[src/rtl/crc16_pkg.sv]
// -----------------------------------------------------------------------------
// crc16_pkg
// Shared types and constants for the CRC16 frame controller:
//   - state_t      : controller FSM state encoding
//   - POLY_DEF     : default generator polynomial (CRC-16/CCITT, MSB-first)
//   - INIT_DEF     : default CRC preset value
//   - BIT_IDX_W    : bit index width (covers 8 data bits and 16 CRC bits)
//   - crc16_step() : one serial LFSR step, MSB-first, non-reflected
// -----------------------------------------------------------------------------
package crc16_pkg;

  localparam logic [15:0] POLY_DEF  = 16'h1021;
  localparam logic [15:0] INIT_DEF  = 16'h0000;
  localparam int          BIT_IDX_W = 4;

  typedef enum logic [2:0] {
    S_IDLE = 3'd0,
    S_DATA = 3'd1,
    S_WAIT = 3'd2,
    S_CRC  = 3'd3,
    S_DONE = 3'd4
  } state_t;

  // Feedback is the outgoing MSB XOR the incoming bit; when set the
  // polynomial is folded into the shifted register.
  function automatic logic [15:0] crc16_step(input logic [15:0] crc,
                                             input logic        din,
                                             input logic [15:0] poly);
    logic fb;
    fb = crc[15] ^ din;
    return {crc[14:0], 1'b0} ^ (fb ? poly : 16'h0000);
  endfunction

endpackage

[src/rtl/crc16_serial.sv]
// -----------------------------------------------------------------------------
// crc16_serial
// Bit-serial CRC16 LFSR. Preset to INIT on reset or clr_i, advances one bit
// per cycle while en_i is high, holds otherwise. clr_i has priority.
// Ports:
//   clk_i    in   clock, rising edge
//   rstn_i   in   asynchronous active-low reset
//   clr_i    in   load INIT
//   en_i     in   shift data_i into the CRC
//   data_i   in   serial data bit, MSB of each byte first
//   crc16_o  out  current CRC register
// -----------------------------------------------------------------------------
module crc16_serial
  import crc16_pkg::*;
#(
  parameter logic [15:0] POLY = POLY_DEF,
  parameter logic [15:0] INIT = INIT_DEF
) (
  input  logic        clk_i,
  input  logic        rstn_i,
  input  logic        clr_i,
  input  logic        en_i,
  input  logic        data_i,
  output logic [15:0] crc16_o
);

  logic [15:0] r_crc;

  always_ff @(posedge clk_i or negedge rstn_i) begin
    if (!rstn_i) begin
      r_crc <= INIT;
    end else if (clr_i) begin
      r_crc <= INIT;
    end else if (en_i) begin
      r_crc <= crc16_step(r_crc, data_i, POLY);
    end
  end

  assign crc16_o = r_crc;

endmodule

[src/rtl/crc16_frame_ctrl.sv]
// -----------------------------------------------------------------------------
// crc16_frame_ctrl
// Accepts a byte stream framed by s_last_i, serialises it MSB first on bit_o
// while computing CRC16 over the data bits, then appends the 16 CRC bits.
// crc16_o is updated at done_o and held until the next frame's done_o.
//
// Optional feature macro: CRC16_CHECK_EN
//   Adds check_i / crc_ok_o. A frame started with check_i=1 is treated as
//   data followed by its received CRC: no CRC bits are emitted, DONE follows
//   the last data bit, and crc_ok_o reports a zero remainder.
//
// Ports:
//   clk_i        in   clock, rising edge
//   rstn_i       in   asynchronous active-low reset
//   s_data_i     in   frame byte
//   s_valid_i    in   byte valid
//   s_last_i     in   byte is last of frame
//   s_ready_o    out  byte accepted when s_valid_i is also high
//   bit_o        out  serial bit, MSB first (0 when bit_valid_o is low)
//   bit_valid_o  out  bit_o carries a frame bit
//   busy_o       out  frame in progress
//   done_o       out  one-cycle frame-end pulse
//   crc16_o      out  CRC of the last completed frame
//   check_i      in   (CRC16_CHECK_EN) check mode, sampled on first byte
//   crc_ok_o     out  (CRC16_CHECK_EN) zero remainder, valid with done_o
//
// state  | meaning
// -------+----------------------------------------------------------
// IDLE   | no frame; ready for the first byte
// DATA   | shifting a data byte out, CRC advancing each bit
// WAIT   | between bytes with no byte available; CRC held
// CRC    | shifting the 16 latched CRC bits out
// DONE   | single-cycle frame-end pulse, crc16_o updated on entry
// -----------------------------------------------------------------------------
module crc16_frame_ctrl
  import crc16_pkg::*;
#(
  parameter logic [15:0] POLY = POLY_DEF,
  parameter logic [15:0] INIT = INIT_DEF
) (
  input  logic        clk_i,
  input  logic        rstn_i,
  input  logic [7:0]  s_data_i,
  input  logic        s_valid_i,
  input  logic        s_last_i,
  output logic        s_ready_o,
  output logic        bit_o,
  output logic        bit_valid_o,
  output logic        busy_o,
  output logic        done_o,
  output logic [15:0] crc16_o
`ifdef CRC16_CHECK_EN
  ,
  input  logic        check_i,
  output logic        crc_ok_o
`endif
);

  state_t                 r_state;
  logic [7:0]             r_shift;
  logic [BIT_IDX_W-1:0]   r_idx;
  logic                   r_last;
  logic [15:0]            r_crc_src;
  logic [15:0]            r_crc_out;
`ifdef CRC16_CHECK_EN
  logic                   r_check;
  logic                   r_crc_ok;
`endif

  logic                   w_xfer;
  logic                   w_clr;
  logic                   w_en;
  logic [15:0]            w_crc;
  logic [15:0]            w_crc_next;
  logic                   w_bit;

  assign s_ready_o = (r_state == S_IDLE) || (r_state == S_WAIT) ||
                     ((r_state == S_DATA) && (r_idx == 4'd7) && !r_last);
  assign w_xfer    = s_valid_i && s_ready_o;
  assign w_clr     = (r_state == S_IDLE) && w_xfer;
  assign w_en      = (r_state == S_DATA);

  crc16_serial #(
    .POLY (POLY),
    .INIT (INIT)
  ) u_crc (
    .clk_i   (clk_i),
    .rstn_i  (rstn_i),
    .clr_i   (w_clr),
    .en_i    (w_en),
    .data_i  (r_shift[7]),
    .crc16_o (w_crc)
  );

  // The LFSR absorbs the last data bit on the same edge that leaves DATA,
  // so the final CRC is taken from its next-state value.
  assign w_crc_next = crc16_step(w_crc, r_shift[7], POLY);

  always_ff @(posedge clk_i or negedge rstn_i) begin
    if (!rstn_i) begin
      r_state   <= S_IDLE;
      r_shift   <= 8'h00;
      r_idx     <= '0;
      r_last    <= 1'b0;
      r_crc_src <= 16'h0000;
      r_crc_out <= 16'h0000;
`ifdef CRC16_CHECK_EN
      r_check   <= 1'b0;
      r_crc_ok  <= 1'b0;
`endif
    end else begin
      case (r_state)
        S_IDLE: begin
          if (w_xfer) begin
            r_shift <= s_data_i;
            r_last  <= s_last_i;
            r_idx   <= '0;
            r_state <= S_DATA;
`ifdef CRC16_CHECK_EN
            r_check <= check_i;
`endif
          end
        end

        S_DATA: begin
          r_shift <= {r_shift[6:0], 1'b0};
          r_idx   <= r_idx + 4'd1;
          if (r_idx == 4'd7) begin
            r_idx <= '0;
            if (r_last) begin
`ifdef CRC16_CHECK_EN
              if (r_check) begin
                r_crc_out <= w_crc_next;
                r_crc_ok  <= (w_crc_next == 16'h0000);
                r_state   <= S_DONE;
              end else begin
                r_crc_src <= w_crc_next;
                r_state   <= S_CRC;
              end
`else
              r_crc_src <= w_crc_next;
              r_state   <= S_CRC;
`endif
            end else if (w_xfer) begin
              r_shift <= s_data_i;
              r_last  <= s_last_i;
            end else begin
              r_state <= S_WAIT;
            end
          end
        end

        S_WAIT: begin
          if (w_xfer) begin
            r_shift <= s_data_i;
            r_last  <= s_last_i;
            r_idx   <= '0;
            r_state <= S_DATA;
          end
        end

        S_CRC: begin
          r_idx <= r_idx + 4'd1;
          if (r_idx == 4'd15) begin
            r_idx     <= '0;
            r_crc_out <= r_crc_src;
`ifdef CRC16_CHECK_EN
            r_crc_ok  <= 1'b0;
`endif
            r_state   <= S_DONE;
          end
        end

        S_DONE: begin
          r_state <= S_IDLE;
        end

        default: begin
          r_state <= S_IDLE;
        end
      endcase
    end
  end

  always_comb begin
    w_bit = 1'b0;
    case (r_state)
      S_DATA:  w_bit = r_shift[7];
      S_CRC:   w_bit = r_crc_src[4'd15 - r_idx];
      default: w_bit = 1'b0;
    endcase
  end

  assign bit_o       = w_bit;
  assign bit_valid_o = (r_state == S_DATA) || (r_state == S_CRC);
  assign busy_o      = (r_state != S_IDLE);
  assign done_o      = (r_state == S_DONE);
  assign crc16_o     = r_crc_out;
`ifdef CRC16_CHECK_EN
  assign crc_ok_o    = r_crc_ok;
`endif

endmodule

[config.mk]
export PLATFORM = sky130hd
export DESIGN_NAME = crc16_frame_ctrl
export DESIGN_NICKNAME = d
export VERILOG_FILES = /design/src/rtl/crc16_pkg.sv /design/src/rtl/crc16_serial.sv /design/src/rtl/crc16_frame_ctrl.sv
export SDC_FILE = /design/constraint.sdc
export NUM_CORES = 1
export LEC_CHECK = 0
export BUFFER_PORTS_ARGS = -buffer_cell sky130_fd_sc_hd__buf_2
export CORE_MARGIN = 3
export CORE_UTILIZATION = 58
export DETAILED_ROUTE_END_ITERATION = 8
export PLACE_DENSITY = 0.77
export SYNTH_ARGS = -nofsm -noshare
export SYNTH_HDL_FRONTEND = slang
export SYNTH_HIERARCHICAL = 1
export SYNTH_SLANG_ARGS = --single-unit
[constraint.sdc]
create_clock -name clk_i -period 2.6 [get_ports clk_i]
set_clock_uncertainty 0.1 [all_clocks]
set_input_delay 0.52 -clock clk_i [delete_from_list [all_inputs] [get_ports clk_i]]
set_output_delay 0.52 -clock clk_i [all_outputs]
set_load 0.005 [all_outputs]
=== After elaboration in Yosys (flattened, before gate mapping) ===
Index checks and enable logic that the tools add are counted.

* Register bits after elaboration: 64
* Bits of input ports: 12
* Output and inout bits: 21
* Logic and storage cells: 68

* Add/sub/neg operators: 2
* Order comparisons: 1
* Equal/unequal tests: 10
* Muxes and demuxes: 26
* Bitwise gates (word level): 2
* Reduce and logical (&&, ||, !) cells: 20

{| class="wikitable"
|+ Operator list
! operator !! count
|-
| two-way mux 16 bit || 2
|-
| two-way mux 8 bit || 4
|-
| one-hot mux 8 bit (2 select lines) || 1
|-
| bitwise XOR 16 bit || 1
|-
| two-way mux 3 bit || 5
|-
| two-way mux 13 bit || 1
|-
| two-way mux 4 bit || 3
|-
| one-hot mux 4 bit (3 select lines) || 1
|-
| one-hot mux 3 bit (3 select lines) || 1
|-
| == test 3 x 2 -> 1 bit (second input constant) || 2
|-
| AND reduction 2 bit || 3
|-
| AND reduction 3 bit || 2
|-
| nonzero test 3 bit || 2
|-
| less-than comparator 4 x 5 -> 1 bit (second input constant) || 1
|-
| two-way mux 1 bit || 5
|-
| adder 4 x 1 -> 4 bit (second input constant) || 1
|-
| binary-select mux 1 bit (select 4 bit) || 1
|-
| == test 4 x 3 -> 1 bit (second input constant) || 1
|-
| == test 4 bit (second input constant) || 1
|-
| logical AND 1 bit || 4
|-
| != test 2 bit (second input constant) || 2
|-
| one-hot mux 1 bit (2 select lines) || 2
|-
| AND reduction 4 bit || 1
|-
| nonzero test 2 bit || 2
|-
| other kinds (10) || 12
|}

=== Logic depth before layout (Yosys ltp) ===
Gate-level depths: netlist of the first run.

* Word-level depth: 9
* Gate-level depth with buffers: 7
* Gate-level depth less buffers: 5

=== By module ===
The synthesis of the first run kept the hierarchy.

{| class="wikitable"
|+ By module, submodules not included
! module !! times used !! cells each !! area each (um^2) !! sequential area each (um^2)
|-
| crc16_frame_ctrl || 1 || 180 || 2341.0 || 1201.2
|-
| crc16_serial || 1 || 58 || 688.2 || 400.4
|}

=== Worst setup path after synthesis of the first run ===
No wires, ideal clock.

* Path kind: reg2out
* Start point: reg r_idx[0]
* End point: out bit_o
* Arrival time: 1381 ps
* Required time: 1980 ps
* Slack: 599 ps
* Cell stages (with the launch flop): 6
* Path buffers: 1
* Cells stage by stage: dfrtp_1 buf_2 mux4_2 mux2i_1 a2bb2oi_1 a21oi_1

* Longest elaborated chain between the ends: 4

{| class="wikitable"
|+ RTL lines
! element !! line !! text
|-
| start: declaration || crc16_frame_ctrl.sv:61 || <nowiki>logic [BIT_IDX_W-1:0] r_idx;</nowiki>
|-
| start signal: assignment || crc16_frame_ctrl.sv:127 || <nowiki>r_idx <= r_idx + 4'd1;</nowiki>
|-
| start signal: assignment || crc16_frame_ctrl.sv:163 || <nowiki>r_idx <= r_idx + 4'd1;</nowiki>
|-
| subtractor 4 bit || crc16_frame_ctrl.sv:189 || <nowiki>S_CRC: w_bit = r_crc_src[4'd15 - r_idx];</nowiki>
|-
| binary-select mux 1 bit (select 4 bit) || crc16_frame_ctrl.sv:189 ||
|-
| two-way mux 1 bit (not written as such) || crc16_frame_ctrl.sv:189 ||
|-
| one-hot mux 1 bit (2 select lines) || crc16_frame_ctrl.sv:187 || <nowiki>case (r_state)</nowiki>
|-
| end: declaration || crc16_frame_ctrl.sv:47 || <nowiki>output logic bit_o,</nowiki>
|}

No other way between the ends. The select of a mux whose other input is x is not followed.

=== Worst setup path in the final report of the first run ===
Ends and elaborated chain as after synthesis.

==> results of run 1 <==
[per-stage QoR]
step                      setup slack [ns]  std cells  total power, mW  area [µm²]  hold WS (ns)
after global routing               -0.0126        343             4.89        3420         0.154
after detailed placement             0.357        327             3.64        3210         0.391
final                               0.0785        343             4.55        3420         0.118
after floorplan                      0.599        238             3.26        3030         0.124
after CTS                           0.0344        342             4.57        3410         0.140
after global placement               0.368        327             3.58        3210         0.385
[metal layers]
metal	wire, µm	vias up
met4	63	0
met5	0	-
li1	-	912
met2	2530	54
met3	261	8
met1	2680	929
[state kept, by name, summed over array words and instances, names as in the netlist]
name           count
crc16_o           16
r_last             1
r_state            3
u_crc/crc16_o     16
r_crc_src         16
r_shift            8
r_idx              4
[where the power goes]
part	internal [mW]	total [mW]	switching (mW)
Clock	0.532	0.896	0.364
Sequential	1.45	1.90	0.453
Combinational	0.924	1.75	0.823
[path summary, 6_finish.rpt]
kind,start,end,slack (ns)
max in group asynchronous,rstn_i,r_idx[0]$_DFFE_PN0P_,1.66
hold reg to reg,crc16_o[5]$_DFFE_PN0P_,crc16_o[5]$_DFFE_PN0P_,0.40
setup / recovery,r_idx[0]$_DFFE_PN0P_,bit_o,0.08
hold / removal,rstn_i,r_state[1]$_DFFE_PN0P_,0.12
setup reg to reg,r_idx[1]$_DFFE_PN0P_,r_shift[2]$_DFFE_PN0P_,0.54
min in group clk_i,s_data_i[0],r_shift[0]$_DFFE_PN0P_,0.33
[cell type report]
| cell class | count | area (µm²) | share of cell area, % |
|---|---|---|---|
| Multi-Input combinational cell | 154 | 1290 | 37.9 |
| Clock inverter | 4 | 70.1 | 2.05 |
| Tap cell | 67 | 83.8 | 2.45 |
| Sequential cell | 64 | 1600 | 46.9 |
| Inverter | 5 | 18.8 | 0.549 |
| Clock buffer | 11 | 131 | 3.84 |
| Timing Repair Buffer | 38 | 218 | 6.37 |
[placed cells by master (no fill, tap or decap), types with 2 or more instances in the layout]
master     synthesis  routed
mux2i_1           23      23
nand2b_1           4       4
bufinv_16          0       2
nand4b_1           2       2
nor3_4             2       2
nand2_1            9       9
mux2_4             4       4
inv_1              5       5
a21oi_1            4       4
mux2_2            26      26
mux4_2             3       3
a21oi_2            7       7
clkinv_2           0       2
nor2_1            31      31
dfrtp_1           64      63
o21ai_0            4       4
xnor2_1            3       3
nand3_1            3       3
buf_4              4       5
clkbuf_8           0       9
or4b_1             2       2
clkbuf_1           3       2
buf_2              2      32
o22ai_1            2       2
xor2_1             3       3
[kinds of logic after synthesis]
kind of cell | Yosys count | synth area share, %
XOR/XNOR | 6 | 1.74
AO/OA/AOI/OAI | 31 | 8.34
adder cells (fa/ha/maj) | 1 | 0.413
flip-flops | 64 | 52.9
multiplexers | 56 | 21.5
buffers and inverters | 20 | 4.42
AND/OR/NAND/NOR | 60 | 10.7
[repair_timing]
| item | 4_1_cts | 5_1_grt |
|---|---|---|
| setup endpoints to repair | 1 | 2 |
| gates cloned | 0 | 0 |
| hold endpoints to repair | 0 | 0 |
| resized for setup | 1 | 1 |
| buffers inserted | 0 | 1 |
| pin swaps | 0 | 1 |
[critical path, stage by stage, from the launching register on]
cell and delay (ns):
dfrtp_2 0.46, mux4_2 0.52, mux2i_1 0.18, a2bb2oi_1 0.19, a21oi_1 0.10, buf_2 0.13
==> impl_metrics.tcl, run 1 <==
set metrics [dict create \
    critical_path_arrival_ns 1.90 \
    clk_pin_slew_ns 0.07 \
    finish.utilization_pct 70.1 \
    syn_to_final_growth_pct 12.9 \
    ir_worst_vdd_uv 650 \
    end_kind "output port" \
    die-height_um 78.3 \
    first_pass_iters 4 \
    synth_common_cells "64 x dfrtp_1, 31 x nor2_1, 26 x mux2_2, 23 x mux2i_1, 9 x nand2_1" \
    grt_overflow 0 \
    cts-htree-levels 3 \
    setup_violations 0 \
    first_iter_violations 149 \
    start_util_pct 62.1 \
    hold_buffers 0 \
    vias_per_cell 5.55 \
    synth_area_leaders "dfrtp_1 53%, mux2_2 9.7%, mux2i_1 7.6%" \
    synth.ff_latch_count 64 \
    die_w_um 78.3 \
    syn_area_per_cell_um2 12.7 \
    cts_tree "done" \
    rsz0062_at_grt "yes" \
    hold_violations 0 \
    drt-total-wl_um 5540 \
    clock_latency_ns 0.33 \
    yosysMostFrequentCell "dfrtp_1" \
    clkSinkCount 64 \
    syn-num-nets 251 \
    ant_nets 0 \
    power_leakage_nw 1.70 \
    worst_pin_slew_ns 0.672 \
    setup.worst_path.class "reg2out" \
    cts_root_buf "clkbuf_8" \
    synthFlopType "dfrtp_1" \
    synth-edff-count 0 \
    hp-class "in2async" \
    cellPowerDensity_mw_per_mm2 1330 \
    maxSlewHeadroom_pct 55.2 \
    hpwl_um 3720 \
    met3_usage_pct 5.73 \
    drc 0 \
    fp-row-count 25 \
    cts_buffers 9 \
    num_vias 1903 \
    period_needed_ns 2.52 \
    final_nets 285 \
    finalCritPeriodShare_pct 97.0 \
    cap_viol_max_count 0 \
    yosysWarnings 6 \
    routabilityCongestion 0.834 \
    async_flop_share_pct 100 \
    grt.total_usage_pct 20.3 \
    grt_first_pass_wirelength_um 9520 \
    grt_max_degree 36 \
    required_ns 1.98 \
    grt_pass1_vias 1914 \
    drv_slew 0 \
    antenna_found_initial 0 \
    post_drt_wl_per_cell_um 16.1 \
    n_fill_cell 371 \
    setup_tns_ns 0 \
    core-area_mm2 0.00488 \
    ys_types 46 \
    crit_path_max_fanout 8 \
    syn_inst 238 \
    yosysTopAreaCell "dfrtp_1" \
    fmax_mhz 397 \
    cp-start-kind "flop" \
    cts_buffer_depth 2 \
    drive_gt1_share_pct 36.6 \
    io_pins 33 \
    syn_area_mm2 0.00303 \
    grt_use_met2_pct 29.1 \
    met1_usage_pct 29.2 \
    status "finished, final reports clean" \
    dieArea_mm2 0.00613 \
    synth_top_area_share_pct 52.9 \
    port_buffers 32 \
    reg2reg_depth 5 \
    n_antenna_cell 0 \
    yosysSeqAreaShare_pct 52.9 \
    busiest_layer "met1" \
]
(Power assumes the default switching activity.)
==> run 2: changes to the inputs <==
- PLACE_DENSITY: 0.77 -> not set
- PLACE_DENSITY_LB_ADDON: not set -> 0.08
==> run 2 against run 1 <==
Net effect:
- first-iteration DRC count fell by 14%
- register-to-register slack improved by 0.06 ns
- largest cell class unchanged
- maximum frequency rose by 3.0%
==> impl_metrics.tcl, run 2 (synthesized netlist as in run 1, its figures left out) <==
set metrics [dict create \
    clkSinkCount 64 \
    cts_buffer_depth 2 \
    cellPowerDensity_mw_per_mm2 1340 \
    cap_viol_max_count 0 \
    place_area_mm2 0.00322 \
    cts-htree-levels 3 \
    setup_violations 0 \
    post_drt_wl_per_cell_um 16.2 \
    clk_pin_slew_ns 0.07 \
    preCtsSetupSlack_ns 0.384 \
    power_leakage_nw 1.71 \
    dpl.cell_count 328 \
    setup_slack_ns 0.152 \
    drv_slew 0 \
    grt.total_usage_pct 20.2 \
    core-area_mm2 0.00488 \
    maxSlewHeadroom_pct 49.3 \
    cts_buffers 9 \
    n_antenna_cell 0 \
    die_w_um 78.3 \
    worst_path_max_delay_cell "mux4_2" \
    worst_pin_slew_ns 0.760 \
    vias_per_cell 5.50 \
    dieArea_mm2 0.00613 \
    crit_path_max_fanout 8 \
    first_pass_iters 4 \
    grt_overflow 0 \
    setup_tns_ns 0 \
    fin_total_pwr_mw 4.60 \
    setup.worst_path.class "reg2out" \
    cts_setup_buffers 0 \
    final_cell_mix "63 x dfrtp_1, 32 x buf_2, 30 x nor2_1" \
    rsz0062_at_grt "no" \
    clock_latency_ns 0.33 \
    antenna_found_initial 0 \
    hp-class "in2async" \
    ant_nets 0 \
    path_buf_inv 1 \
    hold_violations 0 \
    period_needed_ns 2.45 \
    required_ns 1.98 \
    finish.utilization_pct 70.5 \
    stdcell_count 343 \
    drive_gt1_share_pct 37.3 \
    holdWs_ns 0.154 \
    final_nets 285 \
    cp_num_cells 5 \
    cts_root_buf "clkbuf_8" \
    multiInputGateArea_mm2 0.00130 \
    reg2reg_depth 5 \
    grt_max_degree 34 \
    syn_to_final_growth_pct 13.6 \
    fp-row-count 25 \
    cp-start-kind "flop" \
    die-height_um 78.3 \
    drt-total-wl_um 5550 \
    hpwl_um 3860 \
    cts_tree "done" \
    status "finished, final reports clean" \
    first_iter_violations 128 \
    port_buffers 32 \
    end_kind "output port" \
    critical_path_arrival_ns 1.83 \
    path_cells "mux4_2, mux2i_1, a2bb2oi_1, a21oi_1, buf_2" \
    start_util_pct 62.1 \
    n_fill_cell 354 \
    routabilityCongestion 0.749 \
    ir_worst_vdd_uv 714 \
    io_pins 33 \
    max_stage_delay_ns 0.52 \
    fmax_mhz 409 \
    seqCellArea_mm2 0.00160 \
    final_common_cell "dfrtp_1" \
    grt_first_pass_wirelength_um 9520 \
    cpLargestDelayFamily "multiplexers" \
    design_area_mm2 0.00344 \
    drc 0 \
    num_vias 1885 \
    finalCritPeriodShare_pct 94.2 \
    grt_pass1_vias 1873 \
]
run 2: cell count changes in the layout (fill, tap and decap cells not counted), sizes merged:
cell    delta
clkbuf     +1
clkinv     -1
run 2: per-layer routing:
layer / global-route usage (%) / wire length [µm] / up-vias
met5: 0 / 0 / -
met4: 8.57 / 28 / 0
met3: 5.39 / 294 / 2
met2: 29.9 / 2560 / 49
met1: 28.2 / 2660 / 921
li1: - / - / 913
run 2: final cells by class:
type | instances | area share (%)
sequential | 64 | 46.6
multi-input combinational | 154 | 37.7
timing repair buffer | 38 | 6.33
clock buffer | 12 | 4.51
tap | 67 | 2.44
clock inverter | 3 | 1.89
inverter | 5 | 0.545
run 2: what timing repair did:
| action | in CTS | in global routing |
|---|---|---|
| hold buffers | 0 | 0 |
| gates resized for setup | 0 | 2 |
| endpoints found under the setup margin | 0 | 2 |
run 2: worst register-to-register path, stage by stage (launching register included):
cell	delay, ns
dfrtp_1	0.49
ha_1	0.27
and3_2	0.29
a31oi_4	0.36
mux2i_1	0.29
a21oi_2	0.08
run 2: path summary, 6_finish.rpt:
check	from	end	slack, ns
max in group asynchronous	rstn_i	r_crc_src[11]$_DFFE_PN0P_	1.61
max reg2reg	r_idx[1]$_DFFE_PN0P_	r_shift[1]$_DFFE_PN0P_	0.60
max	r_idx[0]$_DFFE_PN0P_	bit_o	0.15
min reg2reg	crc16_o[5]$_DFFE_PN0P_	crc16_o[5]$_DFFE_PN0P_	0.40
min	rstn_i	r_state[1]$_DFFE_PN0P_	0.15
min in group clk_i	s_last_i	r_last$_DFFE_PN0P_	0.34
run 2: where the power goes:
group / internal, mW / switching, mW / leakage [nW] / total (mW)
logic: 0.930 / 0.822 / 0.785 / 1.75
clock network: 0.586 / 0.348 / 0.112 / 0.934
registers: 1.45 / 0.463 / 0.810 / 1.92
total: 2.97 / 1.63 / 1.71 / 4.60
